===== src/rtl/hazard_scoreboard.sv =====
// rtl/hazard_scoreboard.sv - operand forwarding select and decode stall scoreboard
module hazard_scoreboard #(
  parameter int REG_AW    = 5,
  parameter int NUM_SRC   = 2,
  parameter int FWD_DEPTH = 3,
  localparam int SEL_W    = $clog2(FWD_DEPTH + 2)
) (
  input  logic                      clock,
  input  logic                      reset,
  input  logic                      issue_valid,
  input  logic                      issue_we,
  input  logic [REG_AW-1:0]         issue_rd,
  input  logic [SEL_W-1:0]          issue_rdy,
  input  logic                      issue_md,
  input  logic                      flush,
  input  logic [NUM_SRC-1:0]        src_valid,
  input  logic [NUM_SRC*REG_AW-1:0] src_reg,
  input  logic                      md_done,
  output logic                      stall,
  output logic [NUM_SRC*SEL_W-1:0]  bypass_sel,
  output logic                      md_busy,
  output logic [REG_AW-1:0]         md_rd
);

  // Index k holds the instruction in post-decode stage k+1 (0 = X).
  logic              e_v_q   [FWD_DEPTH];
  logic              e_v_d   [FWD_DEPTH];
  logic [REG_AW-1:0] e_rd_q  [FWD_DEPTH];
  logic [REG_AW-1:0] e_rd_d  [FWD_DEPTH];
  logic [SEL_W-1:0]  e_rdy_q [FWD_DEPTH];
  logic [SEL_W-1:0]  e_rdy_d [FWD_DEPTH];

  logic              md_busy_q, md_busy_d;
  logic [REG_AW-1:0] md_rd_q, md_rd_d;

  logic [NUM_SRC-1:0] src_stall;
  logic               md_block;
  logic               accept;

  assign md_busy = md_busy_q;
  assign md_rd   = md_rd_q;

  // Per operand: youngest pipe producer wins; too-young producer or pending mult/div stalls.
  always_comb begin
    logic [REG_AW-1:0] sreg;
    logic              hit;
    logic [SEL_W-1:0]  hit_stage;
    logic [SEL_W-1:0]  hit_rdy;
    bypass_sel = '0;
    src_stall  = '0;
    sreg       = '0;
    hit        = 1'b0;
    hit_stage  = '0;
    hit_rdy    = '0;
    for (int i = 0; i < NUM_SRC; i++) begin
      sreg      = src_reg[i*REG_AW +: REG_AW];
      hit       = 1'b0;
      hit_stage = '0;
      hit_rdy   = '0;
      // Walk oldest to youngest so the youngest match is the one left standing.
      for (int k = FWD_DEPTH - 1; k >= 0; k--) begin
        if (e_v_q[k] && (e_rd_q[k] == sreg)) begin
          hit       = 1'b1;
          hit_stage = SEL_W'(k + 1);
          hit_rdy   = e_rdy_q[k];
        end
      end
      if (src_valid[i] && (sreg != '0)) begin
        if (hit) begin
          if (hit_stage >= hit_rdy) begin
            bypass_sel[i*SEL_W +: SEL_W] = hit_stage;
          end else begin
            src_stall[i] = 1'b1;
          end
        end else if (md_busy_q && (md_rd_q == sreg)) begin
          if (md_done) begin
            bypass_sel[i*SEL_W +: SEL_W] = SEL_W'(FWD_DEPTH + 1);
          end else begin
            src_stall[i] = 1'b1;
          end
        end
      end
    end
  end

  // Structural mult/div hazards: unit occupied, or write-after-write on its destination.
  always_comb begin
    md_block = 1'b0;
    if (issue_valid && md_busy_q && !md_done) begin
      if (issue_md || (issue_we && (issue_rd == md_rd_q))) begin
        md_block = 1'b1;
      end
    end
    stall  = (|src_stall) | md_block;
    accept = issue_valid & ~stall & ~flush;
  end

  // Next-state: shift the pipe every cycle, load X from decode, track the mult/div result.
  always_comb begin
    e_v_d[0]   = accept & issue_we & ~issue_md & (issue_rd != '0);
    e_rd_d[0]  = issue_rd;
    e_rdy_d[0] = issue_rdy;
    for (int k = 1; k < FWD_DEPTH; k++) begin
      // A flushed X entry never reaches M.
      e_v_d[k]   = (k == 1) ? (e_v_q[0] & ~flush) : e_v_q[k-1];
      e_rd_d[k]  = e_rd_q[k-1];
      e_rdy_d[k] = e_rdy_q[k-1];
    end
    md_busy_d = md_busy_q;
    md_rd_d   = md_rd_q;
    if (accept && issue_md && issue_we && (issue_rd != '0)) begin
      md_busy_d = 1'b1;
      md_rd_d   = issue_rd;
    end else if (md_done) begin
      md_busy_d = 1'b0;
    end
  end

  // State registers with asynchronous clear.
  always_ff @(posedge clock or negedge reset) begin
    if (!reset) begin
      for (int k = 0; k < FWD_DEPTH; k++) begin
        e_v_q[k]   <= 1'b0;
        e_rd_q[k]  <= '0;
        e_rdy_q[k] <= '0;
      end
      md_busy_q <= 1'b0;
      md_rd_q   <= '0;
    end else begin
      for (int k = 0; k < FWD_DEPTH; k++) begin
        e_v_q[k]   <= e_v_d[k];
        e_rd_q[k]  <= e_rd_d[k];
        e_rdy_q[k] <= e_rdy_d[k];
      end
      md_busy_q <= md_busy_d;
      md_rd_q   <= md_rd_d;
    end
  end

endmodule


===== config.mk =====
export PLATFORM = sky130hd
export DESIGN_NAME = hazard_scoreboard
export DESIGN_NICKNAME = d
export VERILOG_FILES = /design/src/rtl/hazard_scoreboard.sv
export SDC_FILE = /design/constraint.sdc
export NUM_CORES = 1
export LEC_CHECK = 0
export ABC_AREA = 0
export CORE_MARGIN = 2
export CORE_UTILIZATION = 40
export CTS_CLUSTER_DIAMETER = 120
export CTS_CLUSTER_SIZE = 20
export DETAILED_ROUTE_END_ITERATION = 10
export PLACE_DENSITY_LB_ADDON = 0.05
export SLEW_MARGIN = 20
export SYNTH_ARGS = -nofsm -noshare
export SYNTH_HDL_FRONTEND = slang
export SYNTH_SLANG_ARGS = --single-unit

===== constraint.sdc =====
create_clock -name clock -period 19.27 [get_ports clock]
set_clock_uncertainty 0.2 [all_clocks]
set_input_delay 5.781 -clock clock [delete_from_list [all_inputs] [get_ports clock]]
set_output_delay 5.781 -clock clock [all_outputs]
set_load 0.005 [all_outputs]

==> results.cfg, run 1 <==
[critical_path]
cp_max_fo = 5
start_kind = input port
critical_path_class = input port to output port
worstPathRequired_ns = 13.29
end_kind = output port
cp_data_arrival_time_ns = 9.67

[clocking]
ctsResizeCount = 0
cts_tree = yes
cts_sinks = 33
cts_hold_buf = 0
clk_pin_slew_ns = 0.07
cts_inserted_buffers = 5
cts.path.max_buffers = 2
cts_root_buf = clkbuf_8
htree_levels = 2
worst_skew_pair.late_latency_ns = 0.29
post_cts_buffers = 0

[logic_synthesis]
yosys_register_bits = 33
seq_area_frac_synth = 0.410
syn_avg_cell_area_um2 = 10.6
ys_warn_count = 0
syn_nets = 221
syn-cell-area_mm2 = 0.00201
ys_async_sr_fraction = 1.00
synth_cell_types = 37
netlist_instances = 190
synth_ff_type = dfrtp_1
synth_edf_count = 0

[finish]
antenna_cells = 0
stdcell_area_mm2 = 0.00252
syn_to_final_growth_pct = 25.0
final_nets = 254
drive_above_1_share = 0.107
num-fill-cells = 445

[timing]
fin_crit_sh = 0.812
hold_viol = 0
relSlewSlack = 0.719
max_freq_mhz = 63.9
final.setup.tns_ns = 0
tightest_slew_ns = 0.410
report.final.slew_viol_count = 0
layout_min_cycle_time_ns = 15.65
rsz0062_at_grt = no
setup_viol = 0

[floorplanning]
die_h_um = 75.0
dieArea_mm2 = 0.00562
start_util = 0.421
design.core.area_mm2 = 0.00479
row_count = 25
die_w_um = 75.0
io_pins = 40

[place]
gp_congestion = 1.03
port_buffers = 39
dp.final_hpwl_um = 3670
placed_area_mm2 = 0.00240

[detailed_routing]
route.met2.wl_um = 2240
via_count = 1521
drc = 0
ant_nets = 0
wl_met3_um = 256
wl_per_cell_um = 16.2
wirelength_um = 4710
dr.max_layer_used = met4
wl_met1_um = 2150
avgViaCountPerCell = 5.23
drtIter0Drc = 88
first_pass_iters = 4

[power_and_ir_drop]
p_leak_nw = 1.00
power_density_mw_per_mm2 = 73.4
peakVddDrop_uv = 41.5

[grt]
antenna_found_initial = 0
grt_first_pass_wirelength_um = 7620
overflow = 0
grt_pass1_vias = 1557
grt_max_degree = 34
grtUsageTotal = 0.185

[hold_path]
holdCritPathClass = flip-flop to flip-flop

[run_status]
status = finished clean

[flow_run]
cap_violations = 0
==> cell usage after synthesis, types with 5 or more instances <==
library cell	count	area (µm²)
xor2_1	34	298
dfrtp_1	33	826
nor2_1	16	60.1
xnor2_1	10	87.6
a21oi_1	7	35.0
and3_1	6	37.5
buf_2	6	30.0
buf_4	6	45.0
nor3_1	6	30.0
mux2_2	5	56.3
nand2_1	5	18.8
nor4_1	5	31.3
==> flip-flops by register name (all words and copies together), names as in the netlist <==
| signal | flops |
|---|---|
| e_rd_d | 10 |
| md_rd | 5 |
| e_rdy_q | 3 |
| e_v_d | 1 |
| e_rd_q | 5 |
| e_rdy_d | 6 |
| md_busy | 1 |
| e_v_q | 2 |
==> final timing paths <==
kind                                 startpoint              endpoint  slack, ns  cells after the start
max                                  src_reg[5]                 stall       3.62                     15
min                        e_rdy_d[2]$_DFF_PN0_  e_rdy_q[2]$_DFF_PN0_       0.18                      0
max reg2reg                 e_rd_d[0]$_DFF_PN0_  md_rd[0]$_DFFE_PN0P_      15.39                     14
min reg2reg                e_rdy_d[2]$_DFF_PN0_  e_rdy_q[2]$_DFF_PN0_       0.18                      0
max in group asynchronous                 reset   e_rd_d[9]$_DFF_PN0_      12.86                      2
min in group asynchronous                 reset   e_rd_q[3]$_DFF_PN0_       5.70                      2
==> stage by stage <==
stage	hold slack, ns	instances	power, mW	util	setup WS [ns]
6_report	0.185	291	0.185	0.526	3.62
5_1_grt	0.192	291	0.194	0.526	3.34
4_1_cts	0.185	291	0.187	0.526	3.60
3_5_place_dp	0.169	283	0.117	0.501	3.62
3_3_place_gp	0.165	283	0.118	0.501	3.83
2_1_floorplan	0.154	190	0.101	-	5.00
==> layer usage <==
metal  track usage  vias to the layer above
li1              -                      724
met1         0.251                      738
met2         0.293                       52
met3        0.0388                        7
met4        0.0675                        0
met5             0                        -
==> where the power goes <==
| part | internal [mW] | total (mW) | switching, mW | leakage, nW |
|---|---|---|---|---|
| registers | 0.0746 | 0.0824 | 0.00783 | 0.395 |
| logic | 0.0197 | 0.0336 | 0.0139 | 0.553 |
| clock network | 0.0420 | 0.0689 | 0.0269 | 0.0574 |
==> cell usage in the layout (no fill, tap or decap), types with 2 or more instances in the layout <==
master,count
or4_1,4
nor4_1,5
nand4_1,4
dfrtp_1,33
a22oi_1,4
mux2_2,5
xor2_1,34
xnor2_1,10
nor2_1,16
nand3_1,4
mux2i_1,4
nand2_1,5
and3_1,6
nor2b_1,2
o311ai_4,2
ha_1,4
a21oi_1,7
clkbuf_8,6
inv_1,3
clkdlybuf4s50_1,39
nor3_1,6
o21ai_0,4
==> logic make-up after synthesis <==
group                      Yosys count  share of synthesized area
adders and majority gates            4                     0.0248
xor gates and xnor gates            45                      0.199
DFF                                 33                      0.410
muxes                                9                     0.0478
and+or+nand+nor                     61                      0.177
buffers and inverters               17                     0.0540
AOI/OAI and AO/OA                   21                     0.0870
==> final cells by class <==
class	count	area [µm²]	share of cell area
inverters	3	11.3	0.00447
multi-input cells	140	1080	0.429
well taps	67	83.8	0.0333
repair buffers	40	398	0.158
clock inverters	2	37.5	0.0149
flip-flops and latches	33	826	0.328
clock buffers	6	82.6	0.0328
==> worst max-delay path: stages <==
cell	delay, ns
clkdlybuf4s50_1	0.57
xor2_2	0.22
nor4_2	0.32
and3_1	0.32
nor2_1	0.11
a22oi_1	0.16
o21ai_0	0.13
ha_1	0.31
or2b_2	0.29
a21oi_1	0.32
nor2_1	0.08
a21oi_1	0.24
o311ai_4	0.16
nand4_1	0.15
clkdlybuf4s50_1	0.51
Power figures use the tool's default switching activity.
==> run 2, diff against run 1 <==
Clock period 19.27 ns to 15.4 ns, I/O delays scaled along.
==> run 2 against run 1 <==
Against the previous run:
- die area unchanged
- critical path depth unchanged
- clock power increased by 25%
- cell area unchanged
- register-to-register slack got worse by 3.9 ns
- critical path type unchanged
- largest power group unchanged
==> results.cfg, run 2 (synthesis gave the netlist of run 1 again) <==
[detailed_routing]
drc = 0
wl_met1_um = 2180
route.met2.wl_um = 2240
drtIter0Drc = 95
wl_per_cell_um = 16.2
wirelength_um = 4720
dr.max_layer_used = met4
first_pass_iters = 5
via_count = 1505
ant_nets = 0
avgViaCountPerCell = 5.17
wl_met3_um = 228

[critical_path]
critical_path_class = input port to output port
start_kind = input port
rr_worst_depth = 14
cp_max_fo = 5
worstReg2RegEnd = md_rd[3]$_DFFE_PN0P_
cp_data_arrival_time_ns = 8.53
end_kind = output port
worstPathRequired_ns = 10.58
r2r-start = e_rd_d[0]$_DFF_PN0_
r2r_slack_ns = 11.48

[floorplanning]
start_util = 0.421
die_h_um = 75.0
design.core.area_mm2 = 0.00479
die_w_um = 75.0
dieArea_mm2 = 0.00562
io_pins = 40
row_count = 25

[place]
dp.final_hpwl_um = 3680
gp_congestion = 1.03
port_buffers = 39

[clocking]
cts_sinks = 33
ctsResizeCount = 0
clk_pin_slew_ns = 0.07
htree_levels = 2
cts_tree = yes
cts_hold_buf = 0
cts_root_buf = clkbuf_8
cts.path.max_buffers = 2
worst_skew_pair.late_latency_ns = 0.29
post_cts_buffers = 0
cts_inserted_buffers = 5

[timing]
layout_min_cycle_time_ns = 13.35
setup_viol = 0
report.final.slew_viol_count = 0
relSlewSlack = 0.693
fin_crit_sh = 0.867
final.setup.tns_ns = 0
whs_ns = 0.184
max_freq_mhz = 74.9
tightest_slew_ns = 0.461
hold_viol = 0
rsz0062_at_grt = no

[flow_run]
cap_violations = 0

[grt]
overflow = 0
grtUsageTotal = 0.187
grt_pass1_vias = 1636
antenna_found_initial = 0
grt_max_degree = 34
grt_first_pass_wirelength_um = 7740

[finish]
largest_register_ffs = 10
final_nets = 254
final_cell_mix = clkdlybuf4s50_1 (39), xor2_1 (34), dfrtp_1 (33)
antenna_cells = 0
final_common_cell = clkdlybuf4s50_1
drive_above_1_share = 0.107
num-fill-cells = 437
syn_to_final_growth_pct = 25.0

[hold_path]
min_path_cells = 0
hp-start = e_rdy_d[2]$_DFF_PN0_
holdCritPathClass = flip-flop to flip-flop
hold_end = e_rdy_q[2]$_DFF_PN0_

[power_and_ir_drop]
peakVddDrop_uv = 53.3
power_density_mw_per_mm2 = 91.8
p_leak_nw = 1.00

[run_status]
status = finished clean
==> run 2: cell counts in the layout (fill, tap and decap cells not counted) <==
No cell type changed its count.
==> run 2: per-stage QoR <==
step | total power, mW | std cells | worst slack [ns] | instance area (µm²) | util
final | 0.231 | 291 | 2.05 | 2520 | 0.526
after global routing | 0.242 | 291 | 1.88 | 2520 | 0.526
after CTS | 0.234 | 291 | 2.07 | 2520 | 0.526
after detailed placement | 0.147 | 283 | 2.08 | 2400 | 0.501
after global placement | 0.147 | 283 | 2.28 | 2400 | 0.501
after floorplan | 0.126 | 190 | 3.45 | 2010 | -
==> run 2: layout make-up <==
cell class / count / area (µm²) / share of cell area
clock buffer: 6 / 82.6 / 0.0328
clock inverter: 2 / 37.5 / 0.0149
inverter: 3 / 11.3 / 0.00447
multi-input combinational: 140 / 1080 / 0.429
sequential: 33 / 826 / 0.328
tap: 67 / 83.8 / 0.0333
timing repair buffer: 40 / 398 / 0.158
==> run 2: worst max path at each step <==
stage | depth (start not counted) | start | slack (ns) | endpoint
2_1_floorplan | 15 | src_reg[9] | 3.45 | stall
3_3_place_gp | 15 | src_reg[5] | 2.28 | stall
3_5_place_dp | 15 | src_reg[5] | 2.08 | stall
4_1_cts | 15 | src_reg[5] | 2.07 | stall
5_1_grt | 15 | src_reg[5] | 1.88 | stall
6_report | 15 | src_reg[5] | 2.05 | stall
==> run 2: per-layer routing <==
metal | vias to the layer above | global-route usage
li1 | 724 | -
met1 | 724 | 0.244
met2 | 48 | 0.301
met3 | 9 | 0.0442
met4 | 0 | 0.0754
met5 | - | 0
==> run 2: critical path: stages <==
cell and delay [ns]:
clkdlybuf4s50_1 0.56, xor2_2 0.21, nor4_2 0.31, and3_1 0.31
nor2_1 0.11, a22oi_1 0.17, o21ai_0 0.13, ha_1 0.30
or2b_2 0.28, a21oi_1 0.35, nor2_1 0.08, a21oi_1 0.25
o311ai_4 0.17, nand4_1 0.15, clkdlybuf4s50_1 0.52
==> run 2: power by group <==
part / internal (mW) / total, mW / leakage, nW / switching [mW]
Clock: 0.0526 / 0.0859 / 0.0574 / 0.0333
Combinational: 0.0247 / 0.0424 / 0.553 / 0.0177
Sequential: 0.0933 / 0.103 / 0.395 / 0.00972
==> run 3, diff against run 2 <==
Settings changed: SKIP_CTS_REPAIR_TIMING set to 1.
==> results of run 3 <==
Same layout as run 2: the final DEF is identical, and so are final timing and power.
